<file path="src/rtl/eight_to_three_event_encoder.sv">
// eight_to_three_event_encoder
//   Collects event strobes on 8 lines into a pending mask and hands out one
//   3-bit line index at a time on a valid/ready stream. Arbitration is
//   fixed-priority (lowest index) or round-robin after the last served line.
// Ports
//   clk       rising-edge clock
//   rst_n     asynchronous active-low reset
//   in        8 event strobes, sampled every edge, multi-hot allowed
//   clr       synchronous clear of pending/output state (code_out kept)
//   code_out  index of the presented event
//   valid     code_out holds a pending event
//   ready     consumer accept; handshake = valid && ready at the edge
//   pending   registered pending mask (includes the presented bit)
//   overflow  sticky: an event merged into an already-pending bit
module eight_to_three_event_encoder #(
    parameter bit RR = 1'b0
) (
    input  logic       clk,
    input  logic       rst_n,
    input  logic [7:0] in,
    input  logic       clr,
    output logic [2:0] code_out,
    output logic       valid,
    input  logic       ready,
    output logic [7:0] pending,
    output logic       overflow
);

    localparam int unsigned N = 8;
    localparam int unsigned W = 3;

    localparam logic [0:0] S_IDLE    = 1'b0;
    localparam logic [0:0] S_PRESENT = 1'b1;

    localparam logic [W-1:0] PTR_RST = W'(N - 1);

    logic [0:0]   state_q, state_d;
    logic [W-1:0] code_q, code_d;
    logic [N-1:0] pend_q, pend_d;
    logic         ovf_q, ovf_d;
    logic [W-1:0] rr_ptr_q, rr_ptr_d;

    logic         hs;
    logic [N-1:0] served;
    logic [N-1:0] avail;
    logic [W-1:0] eff_ptr;
    logic [W-1:0] pick;

    // Lowest set index; result is don't-care when mask is empty.
    function automatic logic [W-1:0] pick_low(input logic [N-1:0] mask);
        logic [W-1:0] res;
        res = '0;
        for (int i = int'(N) - 1; i >= 0; i--) begin
            if (mask[i]) begin
                res = W'(i);
            end
        end
        return res;
    endfunction

    // First set index scanning ptr+1, ptr+2, ... with wrap 7->0.
    function automatic logic [W-1:0] pick_rr(input logic [N-1:0] mask,
                                             input logic [W-1:0] ptr);
        logic [W-1:0] res;
        logic [W-1:0] idx;
        logic         found;
        res   = ptr;
        found = 1'b0;
        for (int k = 1; k <= int'(N); k++) begin
            idx = ptr + W'(k);
            if (!found && mask[idx]) begin
                res   = idx;
                found = 1'b1;
            end
        end
        return res;
    endfunction

    // Handshake, served bit and the candidate set (same-edge arrivals excluded).
    always_comb begin
        hs      = (state_q == S_PRESENT) && ready;
        served  = hs ? (N'(1) << code_q) : '0;
        avail   = pend_q & ~served;
        // Pointer moves to the served line on this very edge, so the reload
        // already scans from just after it.
        eff_ptr = hs ? code_q : rr_ptr_q;
        pick    = RR ? pick_rr(avail, eff_ptr) : pick_low(avail);
    end

    // Next-state logic for the pending mask and the output stream.
    always_comb begin
        state_d  = state_q;
        code_d   = code_q;
        pend_d   = avail | in;
        ovf_d    = ovf_q | (|(in & avail));
        rr_ptr_d = eff_ptr;

        case (state_q)
            S_IDLE: begin
                if (|avail) begin
                    code_d  = pick;
                    state_d = S_PRESENT;
                end
            end
            S_PRESENT: begin
                if (hs) begin
                    if (|avail) begin
                        code_d = pick;
                    end else begin
                        state_d = S_IDLE;
                    end
                end
            end
            default: begin
                state_d = S_IDLE;
            end
        endcase

        // Clear wins over events and handshake; code_out keeps its value.
        if (clr) begin
            state_d  = S_IDLE;
            code_d   = code_q;
            pend_d   = '0;
            ovf_d    = 1'b0;
            rr_ptr_d = PTR_RST;
        end
    end

    // State registers.
    always_ff @(posedge clk or negedge rst_n) begin
        if (!rst_n) begin
            state_q  <= S_IDLE;
            code_q   <= '0;
            pend_q   <= '0;
            ovf_q    <= 1'b0;
            rr_ptr_q <= PTR_RST;
        end else begin
            state_q  <= state_d;
            code_q   <= code_d;
            pend_q   <= pend_d;
            ovf_q    <= ovf_d;
            rr_ptr_q <= rr_ptr_d;
        end
    end

    assign code_out = code_q;
    assign valid    = (state_q == S_PRESENT);
    assign pending  = pend_q;
    assign overflow = ovf_q;

endmodule

</file>
<file path="config.mk">
export PLATFORM = sky130hd
export DESIGN_NAME = eight_to_three_event_encoder
export DESIGN_NICKNAME = d
export VERILOG_FILES = /design/src/rtl/eight_to_three_event_encoder.sv
export SDC_FILE = /design/constraint.sdc
export NUM_CORES = 1
export LEC_CHECK = 0
export CAP_MARGIN = 20
export CORE_MARGIN = 4
export CORE_UTILIZATION = 40
export DETAILED_ROUTE_END_ITERATION = 10
export GPL_TIMING_DRIVEN = 0
export PLACE_DENSITY_LB_ADDON = 0.2
export SYNTH_ARGS = -nofsm -noshare
export SYNTH_HDL_FRONTEND = slang
export SYNTH_SLANG_ARGS = --single-unit
</file>
<file path="constraint.sdc">
create_clock -name clk -period 2.01 [get_ports clk]
set_input_delay 0.3015 -clock clk [delete_from_list [all_inputs] [get_ports clk]]
set_output_delay 0.3015 -clock clk [all_outputs]
set_load 0.005 [all_outputs]
</file>
== Word level (Yosys, flattened, before mapping) ==
Index checks and enable logic that the tools add are counted.

* Output and inout bits: 13
* Flip-flop bits (word level): 13
* Bits in read-only memories: 0
* RAM bits: 0
* Word-level logic and storage cells: 35
* Bits of input ports: 12
* Memories: 0
* Bits in latches: 0

* Multiplexer cells: 18
* $add $sub $neg: 0
* Reduce and logical (&&, ||, !) cells: 4
* Order comparisons: 0
* Multipliers: 0
* Divide/modulo/power cells: 0
* Equality and inequality tests: 1
* Shifts and indexed selects: 1
* Bitwise operators: 7

{| class="wikitable"
|+ Operator list
! kind !! count
|-
| 3-bit 2-to-1 mux || 10
|-
| 8-bit bitwise AND || 2
|-
| 8-bit 2-to-1 mux || 2
|-
| 8-bit OR reduction || 2
|-
| 8-bit inverter || 1
|-
| 8-bit bitwise OR || 1
|-
| 1-bit by 3-bit << shifter with 8-bit output (first input constant) || 1
|-
| 3-bit one-hot mux with 2 select lines || 1
|-
| 1-bit 2-to-1 mux || 4
|-
| 2-bit by 1-bit != test with 1-bit output (second input constant) || 1
|-
| 1-bit inverter || 2
|-
| 1-bit one-hot mux with 2 select lines || 1
|-
| 2-bit AND reduction || 1
|-
| 1-bit logical AND || 1
|-
| 1-bit bitwise OR || 1
|}

== Longest topological paths before layout ==
* Depth in word-level cells: 15
* Gate-level depth with buffers: 6

== Worst setup path before layout ==
No wires, ideal clock.

* Path kind: reg-to-reg
* From: register code_q[0], in the netlist code_out[0]
* To: register code_q[0], in the netlist code_out[0]
* Setup slack: -0.026 ns
* Arrival: 1.908 ns
* Data required time: 1.882 ns
* Setup time: 0.128 ns
* Stages on the path, launching flop included: 7
* Cells stage by stage: dfrtp_1 > buf_4 > nand2b_1 > o21a_2 > or4_4 > o21ai_2 > mux2_1

* Cells in the longest elaborated chain, start to end: 15
* Elaborated cells on any way between the ends: 16

{| class="wikitable"
|+ RTL lines
! what !! RTL line !! source
|-
| from (decl) || 38 || <nowiki>logic [W-1:0] code_q, code_d;</nowiki>
|-
| from (signal assigned) || 139 || <nowiki>code_q <= code_d;</nowiki>
|-
| 1-bit by 3-bit << shifter with 8-bit output || 82 || <nowiki>served = hs ? (N'(1) << code_q) : '0;</nowiki>
|-
| 8-bit 2-to-1 mux || 82 ||
|-
| 8-bit inverter || 83 || <nowiki>avail = pend_q & ~served;</nowiki>
|-
| 8-bit bitwise AND || 83 ||
|-
| 3-bit 2-to-1 mux (8 in a row) || 54 || <nowiki>if (mask[i]) begin</nowiki>
|-
| 3-bit 2-to-1 mux * || 100, 107 ||
|-
| 3-bit 2-to-1 mux || 106 || <nowiki>if (hs) begin</nowiki>
|-
| 3-bit one-hot mux with 2 select lines * || 98 || <nowiki>case (state_q)</nowiki>
|}

Every way passes the cells marked *; elsewhere a longest branch is shown, timed or not. The select of a mux whose other input is x is not followed.
A chain may end at the register's enable or synchronous reset.

== Worst setup path after layout ==
* From: register code_q[1], in the netlist code_out[1]
* To: register code_q[1], in the netlist code_out[1]

The elaborated chain is that of the path after synthesis.

==> summary.txt <==
Timing
  – Least-Margin Pin Slew: 0.591 ns
  – Clock tree skew after final layout: 0.00999 ns
  – Final Cycle Share: 1.03
  – Final hold slack: 0.382 ns
  – Count of endpoints failing hold in the final timing report: 0
  – Fmax: 484 MHz
  – Aggregate negative setup slack: -0.0954 ns
  – Pins over their slew limit: 0
  – Worst slew margin relative to its limit: 0.604
  – Setup repair after global routing missed its margin: true
  – Final setup violation count: 2
  – Shortest period the worst path allows: 2.07 ns
  – Setup ws final: -0.0581 ns

Yosys
  – Distinct cell type count of the synthesized netlist: 34
  – Yosys synthesis warning count: 0
  – Net count after synthesis: 92
  – Area share of the largest cell type after synthesis: 0.429
  – Portion of the post-synthesis area used by sequential elements: 0.429
  – Post-synthesis cell type with the largest combined area: sky130_fd_sc_hd__dfrtp_1
  – Cells taking the most area after synthesis: sky130_fd_sc_hd__dfrtp_1 43%, sky130_fd_sc_hd__nor2_1 9.9%, sky130_fd_sc_hd__a21oi_1 5.3%
  – Post-synthesis register bit count: 13
  – Mean instance size in the synthesized netlist: 9.48 um2
  – Most common flop cell mapped by yosys: sky130_fd_sc_hd__dfrtp_1
  – Synthesized area: 758 um2
  – Synthesized instance count: 80
  – Number of synthesized flops with an enable pin: 0
  – Asr flop ratio synth: 1.00

Worst setup path
  – Startpoint types: flop
  – Arrival @ worst endpoint: 2.29 ns
  – Worst Setup End Kind: flop
  – Crit-path max FO: 6
  – Required time of the critical path: 2.23 ns
  – Category of the most critical setup path: flop to flop

Clock network
  – Number of buffers created by CTS: 3
  – Hold-fix buffer count after cts: 0
  – Clock buffer depth: 2
  – Root buf cell: sky130_fd_sc_hd__clkbuf_4
  – Clock transition time at the flip-flop clock pins of the worst setup and hold paths: 0.09 ns
  – Clk Latency, worst-skew pair: 0.29 ns
  – CTS H-Tree Depth: 1
  – Count of clock tree sinks: 13
  – TritonCTS clock tree: done

Final layout
  – Area taken by multi-input logic gates: 437 um2
  – Post-layout utilization of the core: 0.685
  – Diode count: 0
  – Post-layout net count: 136
  – Proportion of layout cells with a drive suffix above 1: 0.293
  – Number of filler cells placed in the layout: 143
  – Most common library cell in the layout ignoring fill and taps: sky130_fd_sc_hd__clkdlybuf4s50_1
  – Synth-to-layout area growth: 59.4%
  – Non-filler cells, final: 148
  – Leading cell types in the layout, fill and taps excluded: 23 x sky130_fd_sc_hd__clkdlybuf4s50_1, 20 x sky130_fd_sc_hd__nor2_1, 14 x sky130_fd_sc_hd__buf_4
  – Post-route cell area: 1210 um2
  – FF+latch area: 328 um2

Floorplanning
  – Total core area: 1760 um2
  – Horizontal extent of the die: 51.5 um
  – Rows: 15
  – Die Area: 2660 um2
  – Starting density of the core: 0.430
  – Boundary Pins: 25
  – Height of the die: 51.5 um

Drt
  – Drt first pass iters: 4
  – Total routed wirelength: 2280 um
  – DR vias: 819
  – Initial drt markers: 17
  – Detailed-route wire length per cell: 15.4 um
  – Post-route antenna net violation count: 0
  – Detailed-route vias per instance: 5.53
  – Number of remaining DRC errors: 0

Pwr
  – Pleak: 0.519 nW
  – Maximum ir drop on the vdd rail: 500 uV
  – Power density over the cells: 721 nW/um2

Global route
  – Maximum number of pins on one net before global-route repair: 14
  – Global route total overflow: 0
  – Wire length of the first global-routing pass: 3510 um
  – Number of antenna violations at the first check in global routing: 0
  – Gr usage total: 0.182
  – Number of global-route vias before repair: 772

Outcome
  – Outcome: complete, but fails checks
  – Violations in the final reports: setup timing

Placement
  – Final HPWL from detailed placement: 1450 um
  – Instance count after placement with tap cells included: 129
  – Number of buffer cells added on primary ports: 24
  – Total cell area at the placement stage: 1030 um2
  – Routability congestion estimate from global placement: 0.804

Hold path
  – Worst hold-check path type: input pin to asynchronous set/reset pin

Job
  – Count of max-cap constraint violations: 0
==> repair_timing <==
item                       4_1_cts  5_1_grt
pin swaps                        4        4
setup endpoints to repair        2        2
gates resized for setup          7        5
buffers inserted                 6        9
==> stage by stage <==
stage | worst slack, ns | power [mW]
global placement | -0.438 | 0.577
global route | -0.123 | 0.923
floorplan | 0.0156 | 0.462
finish | -0.0581 | 0.872
CTS | -0.0184 | 0.800
detailed placement | -0.457 | 0.582
==> metal layers <==
layer	track usage	up-vias	wire length, um
li1	-	379	-
met1	0.201	390	846
met2	0.318	45	1210
met3	0.0516	5	189
met4	0.0873	0	36
met5	0	-	0
==> flip-flops by register name (all words and copies together) (netlist names) <==
| signal | cells |
|---|---|
| code_out | 3 |
| overflow | 1 |
| pending | 8 |
| valid | 1 |
==> layout make-up <==
type,instances,share of cell area
flip-flops and latches,13,0.271
clock inverters,1,0.00414
repair buffers,39,0.294
well taps,25,0.0259
plain buffers,3,0.0217
inverters,1,0.00311
multi-input cells,63,0.361
clock buffers,3,0.0186
==> path summary, 6_finish.rpt <==
path | from | endpoint | slack, ns | cells past startpoint
max | code_out[1] | code_out[1] | -0.06 | 6
min | rst_n | pending[5] | 0.38 | 1
max reg2reg | code_out[1] | code_out[1] | -0.06 | 6
min reg2reg | overflow | overflow | 0.64 | 2
max in group asynchronous | rst_n | code_out[2] | 1.20 | 1
min in group clk | ready | valid | 0.60 | 3
==> power by group <==
group | switching [mW] | internal, mW | total (mW)
clock network | 0.0907 | 0.0740 | 0.165
logic | 0.163 | 0.230 | 0.393
registers | 0.0229 | 0.291 | 0.314
total | 0.277 | 0.595 | 0.872
==> cell usage after synthesis (2+ instances only) <==
cell	number
sky130_fd_sc_hd__a21oi_1	8
sky130_fd_sc_hd__dfrtp_1	13
sky130_fd_sc_hd__mux2_1	2
sky130_fd_sc_hd__nand2_1	3
sky130_fd_sc_hd__nand2b_1	3
sky130_fd_sc_hd__nor2_1	20
sky130_fd_sc_hd__o211ai_1	2
sky130_fd_sc_hd__o21a_2	2
sky130_fd_sc_hd__o21ai_0	2
==> critical path, cell delays in order (launching register included) <==
cell and delay (ns):
sky130_fd_sc_hd__dfrtp_1 0.39, sky130_fd_sc_hd__buf_6 0.14, sky130_fd_sc_hd__buf_4 0.14, sky130_fd_sc_hd__o31a_1 0.31, sky130_fd_sc_hd__or4_1 0.52, sky130_fd_sc_hd__a211oi_1 0.30
sky130_fd_sc_hd__mux2_4 0.20
==> kinds of logic (layout without fill, tap and decap cells) <==
family,count (synthesis),in the layout,share of synthesized area
flops,13,13,0.429
compound gates,26,26,0.256
simple gates,35,35,0.251
buf+inv,4,47,0.0346
mux,2,2,0.0297
Power figures use the tool's default switching activity.
